### config.mk
export PLATFORM = sky130hd
export DESIGN_NAME = branch_redirect_ctrl
export DESIGN_NICKNAME = d
export VERILOG_FILES = /design/src/rtl/branch_redirect_ctrl.sv
export SDC_FILE = /design/constraint.sdc
export NUM_CORES = 1
export LEC_CHECK = 0
export ABC_AREA = 0
export CAP_MARGIN = 25
export CORE_MARGIN = 2
export CORE_UTILIZATION = 52
export DETAILED_ROUTE_END_ITERATION = 7
export PLACE_DENSITY = 0.87
export SYNTH_ARGS = -nofsm -noshare
export SYNTH_HDL_FRONTEND = slang
export SYNTH_SLANG_ARGS = --single-unit
### constraint.sdc
create_clock -name clk -period 5.5 [get_ports clk]
set_input_delay 0.55 -clock clk [delete_from_list [all_inputs] [get_ports clk]]
set_output_delay 0.55 -clock clk [all_outputs]
set_load 0.02 [all_outputs]
### src/rtl/branch_redirect_ctrl.sv
// EX-stage branch resolution: detects mispredicts, flushes, holds the IFU redirect and pulses predictor updates.
// Optional performance counters are enabled by defining BRC_PERF_EN.
module branch_redirect_ctrl #(
    parameter int XLEN       = 32,
    parameter int INST_BYTES = 4
) (
    input  logic            clk,
    input  logic            rst,
    input  logic            ex_valid,
    output logic            ex_ready,
    input  logic            ex_is_jump,
    input  logic [XLEN-1:0] ex_pc,
    input  logic            ex_pred_taken,
    input  logic [XLEN-1:0] ex_pred_target,
    input  logic            bru_taken,
    input  logic [XLEN-1:0] bru_target,
    input  logic            ext_flush,
    output logic            flush,
    output logic            redir_valid,
    output logic [XLEN-1:0] redir_pc,
    input  logic            redir_ready,
    output logic            upd_valid,
    output logic [XLEN-1:0] upd_pc,
    output logic            upd_taken,
    output logic [XLEN-1:0] upd_target
`ifdef BRC_PERF_EN
    ,
    output logic [31:0]     perf_branches,
    output logic [31:0]     perf_mispred
`endif
);

    typedef enum logic [0:0] {
        IDLE  = 1'b0,
        REDIR = 1'b1
    } state_t;

    state_t          state_r;
    logic            accept_s;
    logic [XLEN-1:0] seq_pc_s;
    logic [XLEN-1:0] act_next_s;
    logic [XLEN-1:0] pred_next_s;
    logic            mispred_s;

    // Resolved vs predicted next PC; bru_* only matter for control-flow instructions.
    always_comb begin
        seq_pc_s = ex_pc + XLEN'(INST_BYTES);
        if (ex_is_jump && bru_taken) begin
            act_next_s = bru_target;
        end else begin
            act_next_s = seq_pc_s;
        end
        if (ex_pred_taken) begin
            pred_next_s = ex_pred_target;
        end else begin
            pred_next_s = seq_pc_s;
        end
        mispred_s = (act_next_s != pred_next_s);
    end

    // EX handshake; a late-stage flush squashes the instruction being offered.
    always_comb begin
        ex_ready = (state_r == IDLE);
        accept_s = ex_valid && ex_ready && !ext_flush;
    end

    // Controller FSM with registered flush, redirect and predictor-update outputs.
    always_ff @(posedge clk) begin
        if (rst) begin
            state_r     <= IDLE;
            flush       <= 1'b0;
            redir_valid <= 1'b0;
            redir_pc    <= {XLEN{1'b0}};
            upd_valid   <= 1'b0;
            upd_pc      <= {XLEN{1'b0}};
            upd_taken   <= 1'b0;
            upd_target  <= {XLEN{1'b0}};
        end else begin
            flush     <= 1'b0;
            upd_valid <= 1'b0;
            case (state_r)
                IDLE: begin
                    if (accept_s && ex_is_jump) begin
                        upd_valid  <= 1'b1;
                        upd_pc     <= ex_pc;
                        upd_taken  <= bru_taken;
                        upd_target <= bru_target;
                    end
                    if (accept_s && mispred_s) begin
                        flush       <= 1'b1;
                        redir_valid <= 1'b1;
                        redir_pc    <= act_next_s;
                        state_r     <= REDIR;
                    end
                end
                REDIR: begin
                    // A later-stage flush owns the PC, so the pending redirect is simply dropped.
                    if (ext_flush || redir_ready) begin
                        redir_valid <= 1'b0;
                        state_r     <= IDLE;
                    end
                end
                default: begin
                    redir_valid <= 1'b0;
                    state_r     <= IDLE;
                end
            endcase
        end
    end

`ifdef BRC_PERF_EN
    // Free-running event counters, cleared only by reset.
    always_ff @(posedge clk) begin
        if (rst) begin
            perf_branches <= 32'd0;
            perf_mispred  <= 32'd0;
        end else begin
            if (accept_s && ex_is_jump) begin
                perf_branches <= perf_branches + 32'd1;
            end
            if (accept_s && mispred_s) begin
                perf_mispred <= perf_mispred + 32'd1;
            end
        end
    end
`endif

endmodule

## Yosys cells after proc, flatten, opt, wreduce, memory -nomap -nowiden

Cells that the tools add are included.

- Bits in registers: 101
- Latch bits: 0
- RAM bits: 0
- Memory bits (read-only): 0
- Memories kept: 0

- Add/sub/neg operators: 1
- $mul: 0
- Div/mod/pow operators: 0
- Order comparisons: 0
- Equality and inequality tests: 3
- Shifts and indexed selects: 0
- Multiplexer cells: 9
- Bitwise operators: 1
- Reduce and logical (&&, ||, !) cells: 11

Operators with widths:

| kind | count |
|---|---|
| $mux 32 | 2 |
| $add 32x3->32 const B | 1 |
| $ne 32x32->1 | 1 |
| $reduce_and 2->1 | 3 |
| $logic_and 1x1->1 | 5 |
| $mux 1 | 5 |
| $ne 2x1->1 const B | 2 |
| $pmux 1 s2 | 2 |
| $reduce_or 2->1 | 1 |
| $logic_not 1->1 | 1 |
| $logic_or 1x1->1 | 1 |
| $not 1->1 | 1 |

## Longest topological paths before layout

Gate-level depths: netlist of run 1.

- Depth after elaboration: 6
- Depth in mapped cells: 13

## Worst setup path after synthesis of run 1

No wires, ideal clock.

- Path kind: input to register
- Start: in ex_pc[2]
- End: reg redir_pc[11]
- Setup time: 0.121 ns
- Arrival time: 3.306 ns
- Data required time: 5.379 ns
- Slack: 2.073 ns
- Cell stages on the path: 12
- Path buffers: 1
- Cells stage by stage: ha_1 nand4_2 nor4_2 nand4_1 xor2_1 a311oi_1 o2111ai_1 nor4b_2 o211ai_4 nand2_4 buf_12 mux2_4

- Longest elaborated chain between the ends: 5
- Elaborated cells on any way between the ends: 6

RTL lines:

| item | line | RTL |
|---|---|---|
| from (decl) | 12 | `input logic [XLEN-1:0] ex_pc,` |
| $add 32x3->32 * | 47 | `seq_pc_s = ex_pc + XLEN'(INST_BYTES);` |
| $mux 32, on equally long branches | 48, 53 |  |
| $ne 32x32->1 | 58 | `mispred_s = (act_next_s != pred_next_s);` |
| $logic_and 1x1->1 | 89 | `if (accept_s && mispred_s) begin` |
| $reduce_and 2->1 (no source line) | -- |  |
| to (signal assigned) | 73 | `redir_pc <= {XLEN{1'b0}};` |
| to (signal assigned) | 92 | `redir_pc <= act_next_s;` |
| to (decl) | 20 | `output logic [XLEN-1:0] redir_pc,` |

Mark *: on every way between the ends. The rest lies on a longest branch, timed or not.
A chain may end at the register's enable or synchronous reset.

## Worst setup path after layout of run 1

- Start: in ex_pc[4]
- End: reg redir_pc[7]

The elaborated chain is that of the path after synthesis.

==> metrics.md, run 1 <==
| Metric | Value |
|---|---|
| Status | `complete, no violations` |
| Top FF cell, synth | `dfxtp_1` |
| Die height | `around 120 um` |
| Hold Fails Final Rpt | `0` |
| Synth async-reset ratio | `0%` |
| Slew at the pin closest to its max-slew limit | `0.9603 ns` |
| H-tree lvl count | `3` |
| Cts hold-fix bufs | `0` |
| Drt pass-1 iters | `5` |
| Post-Syn Area | `0.006832 mm2` |
| Rows | `41` |
| Bufs and invs on worst path | `2` |
| Crit path capture | `redir_pc[7]$_SDFFE_PP0P_` |
| P&R area growth vs syn | `34.56%` |
| Via-to-Cell Ratio | `~6.1` |
| Syn_area_per_cell | `roughly 7.7 um2` |
| Initial antenna violation count | `0` |
| I/O Buffers | `204` |
| Synth Area in XOR/XNOR | `between 10% and 20%` |
| Root Buffer | `clkbuf_16` |
| Power Dens Cells | `roughly 210 mW/mm2` |
| Remaining DRCs | `0` |
| Reg-to-Reg End | `upd_target[13]$_SDFFE_PP0P_` |
| Crit. path cell count | `12` |
| Critical Path Fanout Max | `22` |
| Reg clk slew, reported paths | `approximately 0.07 ns` |
| Boundary pin count | `about 210` |
| Post-Synth Simple-Gate Area | `27.55%` |
| Largest net degree at the start of global routing | `92` |
| Inserted Diodes | `0` |
| Gate count of the mapped netlist | `between 800 and 900` |
| Post-DRT Antenna Nets | `0` |
| Fin Setup TNS | `0 ns` |
| Crit path from | `ex_pc[4]` |
| Post-route clock skew | `about 0.0076 ns` |
| Tot GR Track Use | `about 35%` |
| Final HPWL DP | `~19 mm` |
| Vias in the first global route | `~7,000` |
| Worst r2r src | `state_r$_SDFF_PP0_` |
| Layout cell share with drive strength beyond 1 | `under 10%` |
| Max_slew headroom | `between 30% and 40%` |
| Core Box Area | `~0.013 mm2` |
| CTS tree | `yes` |
| Tmin final | `between 4 and 5 ns` |
| Setup repair bufs after CTS | `0` |
| Critical path startpoint category | `input port` |
| Final period util | `a little under nine tenths` |
| Compound-gate portion of the synthesized area | `between 10% and 20%` |
| Worst path top cell family by delay | `simple AND/OR/NAND/NOR gates` |
| Worst Hold Class | `reg -> reg` |
| R2R depth | `5` |
| Placer congestion estimate | `1.061` |
| CP Cell Sequence | `clkdlybuf4s50_1, nand4_1, or4_1, o21ai_0, o21ai_0, nor4_1, nand4_1, nor4_2, o211ai_4, nand2_4, buf_4, mux2i_1` |
| Post-synth EDFFs | `0` |
| CP endpoint kind | `register` |
| Sequential fraction of the synthesis area | `29.60%` |
| Unrepaired setup endpoints after global routing | `false` |
| Synth unique cells | `77` |
| DRT iter0 DRCs | `roughly 750` |
| First-pass GRT wire length | `39.33 mm` |
| Worst EP required | `a little under 6 ns` |
| Final setup fails | `0` |
| Number of clock sinks | `101` |
| Final-report max-slew violation count | `0` |
| Post-route setup slack | `0.8060 ns` |
| Number of CTS-inserted buffers | `9` |
| Final Core Density | `a little over 70%` |
| Drt total wl | `25.39 mm` |
| Die area | `about 0.014 mm2` |
| WP data arrival | `just under 5 ns` |
| Leak Pwr | `3.295 nW` |
| Die Span X | `roughly 120 um` |
| Kind of critical path | `in -> reg` |
| Max-capacitance violation count | `0` |
| Synthesized net count | `990` |
| Reg-to-reg slack, setup | `~2.9 ns` |
| DR WL/cell | `just over 20 um` |
| Mux share of post-synthesis cell area | `under 10%` |
| Starting density of the core | `53.70%` |
| Synth Warn # | `0` |
| Adder-cell share of the synthesized area | `less than 1%` |
| Gates resized, CTS repair | `0` |
| Peak supply drop | `0.1516 mV` |
| Remaining Overflow, GRT | `0` |
| Hold path startpoint | `upd_target[3]$_SDFFE_PP0P_` |
| Max Freq | `between 200 and 250 MHz` |
| Clock latency on the worst-skew pair | `approximately 0.35 ns` |
| DR vias | `7,396` |
| Final #Nets | `1,150` |
| Pre-CTS setup slack | `around 0.61 ns` |
| CP max stage delay | `0.91 ns` |
| Clock buffer depth | `2` |
| Total power | `0.001950 W` |
| Largest family of logic cells by synthesized area | `simple AND/OR/NAND/NOR gates` |
| Synthesized flop and latch total | `approximately 100` |
| Slowest CP cell | `or4_1` |
[worst min-delay path: stages, from the launching register on]
cell and delay (ns):
dfxtp_1 0.31, nand2_1 0.05, a21oi_1 0.05
[cells in the mapped netlist, drive strengths merged, types with 5 or more instances]
library cell,number,area [um2]
a211oi,14,110.1
a21oi,94,470.5
a311oi,5,43.79
and2,7,43.79
and3,9,56.30
and4,10,87.58
buf,20,135.1
clkbuf,55,206.5
dfxtp,101,2022
inv,11,41.29
mux2,9,123.9
mux2i,26,260.3
nand2,194,735.7
nand2b,8,50.05
nand3,26,142.6
nand4,15,121.4
nor2,37,138.9
nor2b,10,62.56
nor3,15,75.07
nor4,12,108.9
o211ai,21,171.4
o21ai,14,70.06
o311ai,5,43.79
o31ai,7,57.55
or3,10,62.56
or4,8,67.56
xnor2,47,411.6
xnor3,6,135.1
xor2,31,271.5
[cell usage in the layout (no fill, tap or decap), types with 6 or more instances in the layout]
cell type / n
nor3_1: 15
a21oi_1: 94
nand2b_1: 8
nor2b_1: 10
or3_1: 10
nand4_1: 12
o211ai_1: 20
nand2_1: 191
and4_1: 10
xnor3_1: 6
nand3_1: 25
xor2_1: 31
buf_4: 21
nor4_1: 8
mux2_4: 6
and3_1: 9
clkdlybuf4s50_1: 203
o31ai_1: 6
inv_1: 11
o21ai_0: 11
and2_1: 6
dfxtp_1: 101
xnor2_1: 47
nor2_1: 37
or4_1: 6
clkbuf_16: 9
mux2i_1: 26
a211oi_1: 13
[layout make-up]
cell class	count	area [um2]
Fill cell	1011	3530
Timing Repair Buffer	224	2190
Clock buffer	11	232.7
Inverter	12	45.04
Sequential cell	101	2022
Tap cell	172	215.2
Clock inverter	5	58.81
Multi-Input combinational cell	697	4429
[metal layers]
layer	part of all wire (%)	wire length [um]	track usage, %	vias to the layer above
li1	-	-	-	3445
met1	42	10560	48.06	3469
met2	45	11460	55.32	415
met3	9.3	2349	6.757	67
met4	4.0	1022	14.58	0
met5	0	0	0	-
[report_power, final]
group	internal [W]	switching (W)	total (W)
combinational	0.000237	0.000292	0.000530
sequential	0.000763	0.0000176	0.000780
clock	0.000354	0.000286	0.000640
[worst min path at each step]
stage,to,slack [ns],cells past startpoint
2_1_floorplan,redir_valid$_SDFFE_PP0P_,0.46,1
4_1_cts,upd_target[20]$_SDFFE_PP0P_,0.46,2
6_report,upd_target[3]$_SDFFE_PP0P_,0.46,2
3_3_place_gp,upd_pc[25]$_SDFFE_PP0P_,0.44,2
5_1_grt,upd_target[22]$_SDFFE_PP0P_,0.47,2
3_5_place_dp,upd_pc[17]$_SDFFE_PP0P_,0.45,2
[cells by family after synthesis]
group | after synthesis
AND/OR/NAND/NOR | 376
AO/OA/AOI/OAI | 201
multiplexers | 35
adder cells (fa/ha/maj) | 1
flip-flops | 101
buffers and inverters | 87
XOR/XNOR | 84
[metrics by stage]
step	hold WS, ns	instances	instance area (um2)
2_1_floorplan	0.4581	885	6832
3_3_place_gp	0.4412	1206	8901
3_5_place_dp	0.4480	1206	8901
4_1_cts	0.4574	1222	9193
5_1_grt	0.4709	1222	9193
6_report	0.4565	1222	9193
[flip-flops by register name, indices dropped and copies added (netlist names)]
signal       flops
redir_pc        32
redir_valid      1
upd_valid        1
state_r          1
flush            1
upd_taken        1
upd_target      32
upd_pc          32
Note: power is estimated with default switching activity, not from simulation.
==> run 2: changes to the inputs <==
--- a/config.mk
+++ b/config.mk
@@ -5,10 +5,10 @@
 export SDC_FILE = /design/constraint.sdc
 export NUM_CORES = 1
 export LEC_CHECK = 0
-export ABC_AREA = 0
 export CAP_MARGIN = 25
 export CORE_MARGIN = 2
 export CORE_UTILIZATION = 52
+export CTS_CLUSTER_DIAMETER = 120
 export DETAILED_ROUTE_END_ITERATION = 7
 export PLACE_DENSITY = 0.87
 export SYNTH_ARGS = -nofsm -noshare
==> results of run 2 <==
Final layout, timing and power as in run 1 (identical DEF).
